===== src/rtl/ifm_read_addr_controller.sv =====
// Walks a stored feature map out of the activation RAM: channel words per window, rows, then tiles.
// Latency: first read strobe the cycle after an accepted start; one bubble per window, one DONE cycle per run.
// Backpressure: ready=0 in READ_CH freezes address, counters and state; the read strobe drops the same cycle.
module ifm_read_addr_controller #(
    parameter int SYSTOLIC_SIZE = 16,
    parameter int IFM_RAM_SIZE  = 259584,
    localparam int AW           = $clog2(IFM_RAM_SIZE)
) (
    input  logic          clk,
    input  logic          rst_n,
    input  logic          start,
    input  logic [AW-1:0] start_read_addr,
    input  logic [8:0]    ifm_size,
    input  logic [15:0]   channel_size,
    input  logic [4:0]    read_ch_size,
    input  logic [8:0]    num_rows,
    input  logic [13:0]   num_tiling,
    input  logic [AW-1:0] tile_addr_incr,
    input  logic          ready,
    output logic [AW-1:0] ifm_addr,
    output logic          ifm_rd_en,
    output logic [4:0]    ifm_rd_size,
    output logic          last_channel,
    output logic          busy,
    output logic          done
);

    localparam logic [4:0] MAX_CH = 5'(SYSTOLIC_SIZE);

    typedef enum logic [1:0] {
        S_IDLE,
        S_READ_CH,
        S_NEXT_WIN,
        S_DONE
    } state_t;

    state_t        state;
    logic [AW-1:0] base_addr;
    logic [AW-1:0] window_addr;
    logic [AW-1:0] tile_incr;
    logic [15:0]   ch_stride;
    logic [8:0]    row_stride;
    logic [4:0]    ch_cnt;
    logic [4:0]    ch_last;
    logic [8:0]    row_cnt;
    logic [8:0]    row_last;
    logic [13:0]   tile_cnt;
    logic [13:0]   tile_last;

    // Effective per-run limits: zero means one, channel count capped at the array width.
    logic [4:0] eff_rd_size;
    always_comb begin
        eff_rd_size = read_ch_size;
        if (read_ch_size == 5'd0)
            eff_rd_size = 5'd1;
        else if (read_ch_size > MAX_CH)
            eff_rd_size = MAX_CH;
    end

    always_ff @(posedge clk or negedge rst_n) begin
        if (!rst_n) begin
            state       <= S_IDLE;
            ifm_addr    <= '0;
            ifm_rd_size <= '0;
            base_addr   <= '0;
            window_addr <= '0;
            tile_incr   <= '0;
            ch_stride   <= '0;
            row_stride  <= '0;
            ch_cnt      <= '0;
            ch_last     <= '0;
            row_cnt     <= '0;
            row_last    <= '0;
            tile_cnt    <= '0;
            tile_last   <= '0;
        end else begin
            case (state)
                S_IDLE: begin
                    if (start) begin
                        base_addr   <= start_read_addr;
                        window_addr <= start_read_addr;
                        ifm_addr    <= start_read_addr;
                        tile_incr   <= tile_addr_incr;
                        ch_stride   <= channel_size;
                        row_stride  <= ifm_size;
                        ifm_rd_size <= eff_rd_size;
                        ch_last     <= eff_rd_size - 5'd1;
                        row_last    <= (num_rows == 9'd0) ? 9'd0 : num_rows - 9'd1;
                        tile_last   <= (num_tiling == 14'd0) ? 14'd0 : num_tiling - 14'd1;
                        ch_cnt      <= '0;
                        row_cnt     <= '0;
                        tile_cnt    <= '0;
                        state       <= S_READ_CH;
                    end
                end
                S_READ_CH: begin
                    if (ready) begin
                        ifm_addr <= ifm_addr + AW'(ch_stride);
                        if (ch_cnt == ch_last) begin
                            ch_cnt <= '0;
                            state  <= S_NEXT_WIN;
                        end else begin
                            ch_cnt <= ch_cnt + 5'd1;
                        end
                    end
                end
                S_NEXT_WIN: begin
                    if (row_cnt != row_last) begin
                        row_cnt     <= row_cnt + 9'd1;
                        window_addr <= window_addr + AW'(row_stride);
                        ifm_addr    <= window_addr + AW'(row_stride);
                        state       <= S_READ_CH;
                    end else if (tile_cnt != tile_last) begin
                        row_cnt     <= '0;
                        tile_cnt    <= tile_cnt + 14'd1;
                        base_addr   <= base_addr + tile_incr;
                        window_addr <= base_addr + tile_incr;
                        ifm_addr    <= base_addr + tile_incr;
                        state       <= S_READ_CH;
                    end else begin
                        state <= S_DONE;
                    end
                end
                S_DONE: begin
                    state <= S_IDLE;
                end
                default: begin
                    state <= S_IDLE;
                end
            endcase
        end
    end

    assign ifm_rd_en    = (state == S_READ_CH) && ready;
    assign last_channel = ifm_rd_en && (ch_cnt == ch_last);
    assign busy         = (state != S_IDLE);
    assign done         = (state == S_DONE);

endmodule


===== config.mk =====
export PLATFORM = sky130hd
export DESIGN_NAME = ifm_read_addr_controller
export DESIGN_NICKNAME = d
export VERILOG_FILES = /design/src/rtl/ifm_read_addr_controller.sv
export SDC_FILE = /design/constraint.sdc
export NUM_CORES = 1
export LEC_CHECK = 0
export CORE_ASPECT_RATIO = 2
export CORE_UTILIZATION = 57
export DETAILED_ROUTE_END_ITERATION = 8
export PLACE_DENSITY = 0.89
export SLEW_MARGIN = 40
export SYNTH_ARGS = -nofsm -noshare
export SYNTH_HDL_FRONTEND = slang
export SYNTH_SLANG_ARGS = --single-unit

===== constraint.sdc =====
create_clock -name clk -period 3.2 [get_ports clk]
set_input_delay 0.64 -clock clk [delete_from_list [all_inputs] [get_ports clk]]
set_output_delay 0.64 -clock clk [all_outputs]
set_load 0.05 [all_outputs]

==> out/metrics.json <==
{
  "syn_area_um2": 9860,
  "place_inst": 1368,
  "drc_errors": 0,
  "run_status": "finished clean",
  "ys_ff_latch": 160,
  "setup-violations-final": 0,
  "start_util_pct": 58.5,
  "slew_headroom_pct": 52.6,
  "drv_cap": 0,
  "root_buffer": "clkbuf_16",
  "worst-endpoint-required_ns": 2.56,
  "synth-warning-count": 0,
  "insertion_delay_ns": 0.43,
  "setup_total_negative_slack_ns": 0,
  "port_buffers": 119,
  "detail-route-antenna-nets": 0,
  "area_inside_the_core_boundary_um2": 16800,
  "grt_setup_unrepaired": "false",
  "count_of_unique_library_cells_instantiated_by_yosys": 69,
  "finalNonFillerCells": 1399,
  "async_flop_share_pct": 100,
  "arrival_ns": 2.45,
  "fmax_mhz": 324,
  "p_leak_uw": 0.00518,
  "worstMarginPinSlew_ns": 0.705,
  "die_outline_area_um2": 17900,
  "place.detailed.hpwl_um": 20700,
  "detailedRoute.firstIterationViolations": 748,
  "worstSetupStartpointType": "flip-flop",
  "power.density_cell_area_nw_per_um2": 1270,
  "synth_ff_type": "dfrtp_1",
  "htree_levels": 4,
  "r2r_setup_slack_ns": 0.15,
  "clkSinkCount": 160,
  "synth-edff-count": 0,
  "filler_cell_count": 1257,
  "dr_total_vias": 8956,
  "antenna_found_initial": 0,
  "worst-path-buf-inv": 3,
  "crit_slowest_cell": "clkdlybuf4s50_1",
  "clk_pin_slew_ns": 0.06,
  "worstPathCellList": "inv_1 > ha_1 > inv_1 > clkdlybuf4s50_1",
  "synth_area_per_cell_um2": 9.27,
  "cts_buffers": 17,
  "post-route-cell-area_um2": 11900,
  "grt_max_degree": 86,
  "quantity_of_hold_fixing_buffers_added_after_cts": 0,
  "finalCriticalPeriod_ns": 3.09,
  "worst-setup-path-type": "reg -> out",
  "worst-path-max-fanout": 10,
  "crit_path_top_cell_by_count": "inv_1",
  "first_pass_grt_wire_length_um": 45800,
  "placed_cell_area_um2": 11300,
  "antenna-diode-count": 0,
  "top_level_port_count": 120,
  "peakVddDrop_uv": 712,
  "final_routed_wire_length_divided_by_cell_count_um": 20.6,
  "wirelength_um": 28800,
  "cts_max_path_bufs": 2,
  "period_share_pct": 96.6,
  "clock-skew-final_ns": 0.0106,
  "post_cts_resize_count": 0,
  "hold_path.class": "in -> async",
  "post_drt_via_cell_ratio": 6.40,
  "num_rows": 67,
  "critical-path-max-stage-delay_ns": 0.74,
  "dieHeight_um": 188,
  "finalHoldViolCount": 0,
  "grt_util_all_layers_pct": 34.1,
  "fraction_of_layout_cells_with_a_size_suffix_above_1_pct": 10.1,
  "synth_nets": 1213,
  "dieWidth_um": 95.0,
  "setup.worst_path.end_class": "output port",
  "cts_tree": "built",
  "cts_setup_buffers": 0,
  "place.gp.congestion": 1.02,
  "detail_route.first_pass.iterations": 7,
  "final-max-slew-violation-count": 0,
  "synth_cells": 1064,
  "final_net_count": 1329,
  "number_of_global_route_vias_before_repair": 9169,
  "cp_top_family": "buffers and inverters",
  "grt_overflow": 0,
  "ys_seq_area_share_pct": 40.6,
  "areaGrowthSynthToFinish_pct": 21.1
}
-- report_power, final --
| group | leakage (uW) | internal (uW) | switching, uW |
|---|---|---|---|
| Combinational | 0.00293 | 3700 | 5600 |
| Sequential | 0.00195 | 2930 | 819 |
| Clock | 0.000296 | 1270 | 869 |
| Total | 0.00518 | 7900 | 7290 |
-- synthesized netlist by cell type, types with 16 or more instances --
master	number	area, um2
ha_1	53	663
clkbuf_1	21	78.8
a21o_1	17	128
dfrtp_1	160	4000
nand3_1	29	145
nor2_1	86	323
xor2_1	42	368
inv_1	31	116
xnor2_1	58	508
nor3_1	21	105
or3_1	17	106
o21ai_0	82	410
a31oi_1	18	113
mux2_2	46	518
a21oi_1	81	405
nand2_1	113	424
buf_2	16	80.1
-- path summary, 6_finish.rpt --
kind                                                  from  cells past startpoint                          to
min in group clk                ifm_rd_size[0]$_DFFE_PN0P_                      1  ifm_rd_size[0]$_DFFE_PN0P_
worst max register to register     ifm_addr[0]$_DFFE_PN0P_                     10    ifm_addr[14]$_DFFE_PN0P_
max in group asynchronous                            rst_n                      2   base_addr[11]$_DFFE_PN0P_
worst min-delay path                                 rst_n                      1       ch_cnt[1]$_DFFE_PN0P_
worst max-delay path                  state[0]$_DFFE_PN0P_                      4                        busy
worst min register to register  ifm_rd_size[0]$_DFFE_PN0P_                      1  ifm_rd_size[0]$_DFFE_PN0P_
-- final cells by class --
cell class | instances | area [um2] | area share, %
clock buffer | 19 | 453 | 3.79
clock inverter | 12 | 159 | 1.33
inverter | 32 | 120 | 1.01
multi-input combinational | 830 | 5580 | 46.7
sequential | 160 | 4000 | 33.5
tap | 207 | 259 | 2.17
timing repair buffer | 139 | 1380 | 11.5
-- cell families after synthesis --
| family | share of synthesized area, % |
|---|---|
| XOR/XNOR | 8.88 |
| AO/OA/AOI/OAI | 17.1 |
| adder cells (fa/ha/maj) | 7.33 |
| buffers and inverters | 3.02 |
| AND/OR/NAND/NOR | 16.3 |
| multiplexers | 6.79 |
| flip-flops | 40.6 |
-- cells in the final DEF, fill, tap and decap left out, drive strengths merged, types with 10 or more instances in the layout --
cell type      count
dfrtp            160
clkdlybuf4s50    116
nand2            115
o21ai             92
nor2              86
a21oi             82
xnor2             58
ha                53
mux2              47
xor2              42
inv               34
nand3             29
nor3              23
buf               23
clkbuf            19
a31oi             18
or3               17
a21o              17
and3              14
mux2i             14
nor2b             14
nand2b            11
nand4             10
a211oi            10
-- layer usage --
metal  track usage [%]  wire [um]  share of wire [%]
met1              34.8       9600                 33
met2              57.8      14700                 51
met3              7.38       1980                6.9
met4              27.3       2580                8.9
met5                 0          0                  0
-- flip-flops by register name, summed over array words and instances (netlist names) --
| signal | count |
|---|---|
| row_last | 9 |
| ifm_addr | 18 |
| row_cnt | 9 |
| tile_incr | 18 |
| row_stride | 9 |
| tile_last | 14 |
| ch_cnt | 5 |
| tile_cnt | 14 |
| window_addr | 18 |
| ch_stride | 16 |
| base_addr | 18 |
| state | 2 |
| ifm_rd_size | 5 |
| ch_last | 5 |
-- stage by stage --
stage | util, % | power, uW | worst slack, ns | hold WS (ns)
floorplan | - | 10100 | 0.476 | 0.344
global placement | 67.3 | 12400 | 0.325 | 0.458
detailed placement | 67.3 | 12700 | 0.284 | 0.473
CTS | 70.9 | 15000 | 0.104 | 0.229
global route | 70.9 | 16100 | 0.0150 | 0.255
finish | 70.9 | 15200 | 0.110 | 0.203
No activity file was read; power rests on OpenSTA's default activity.
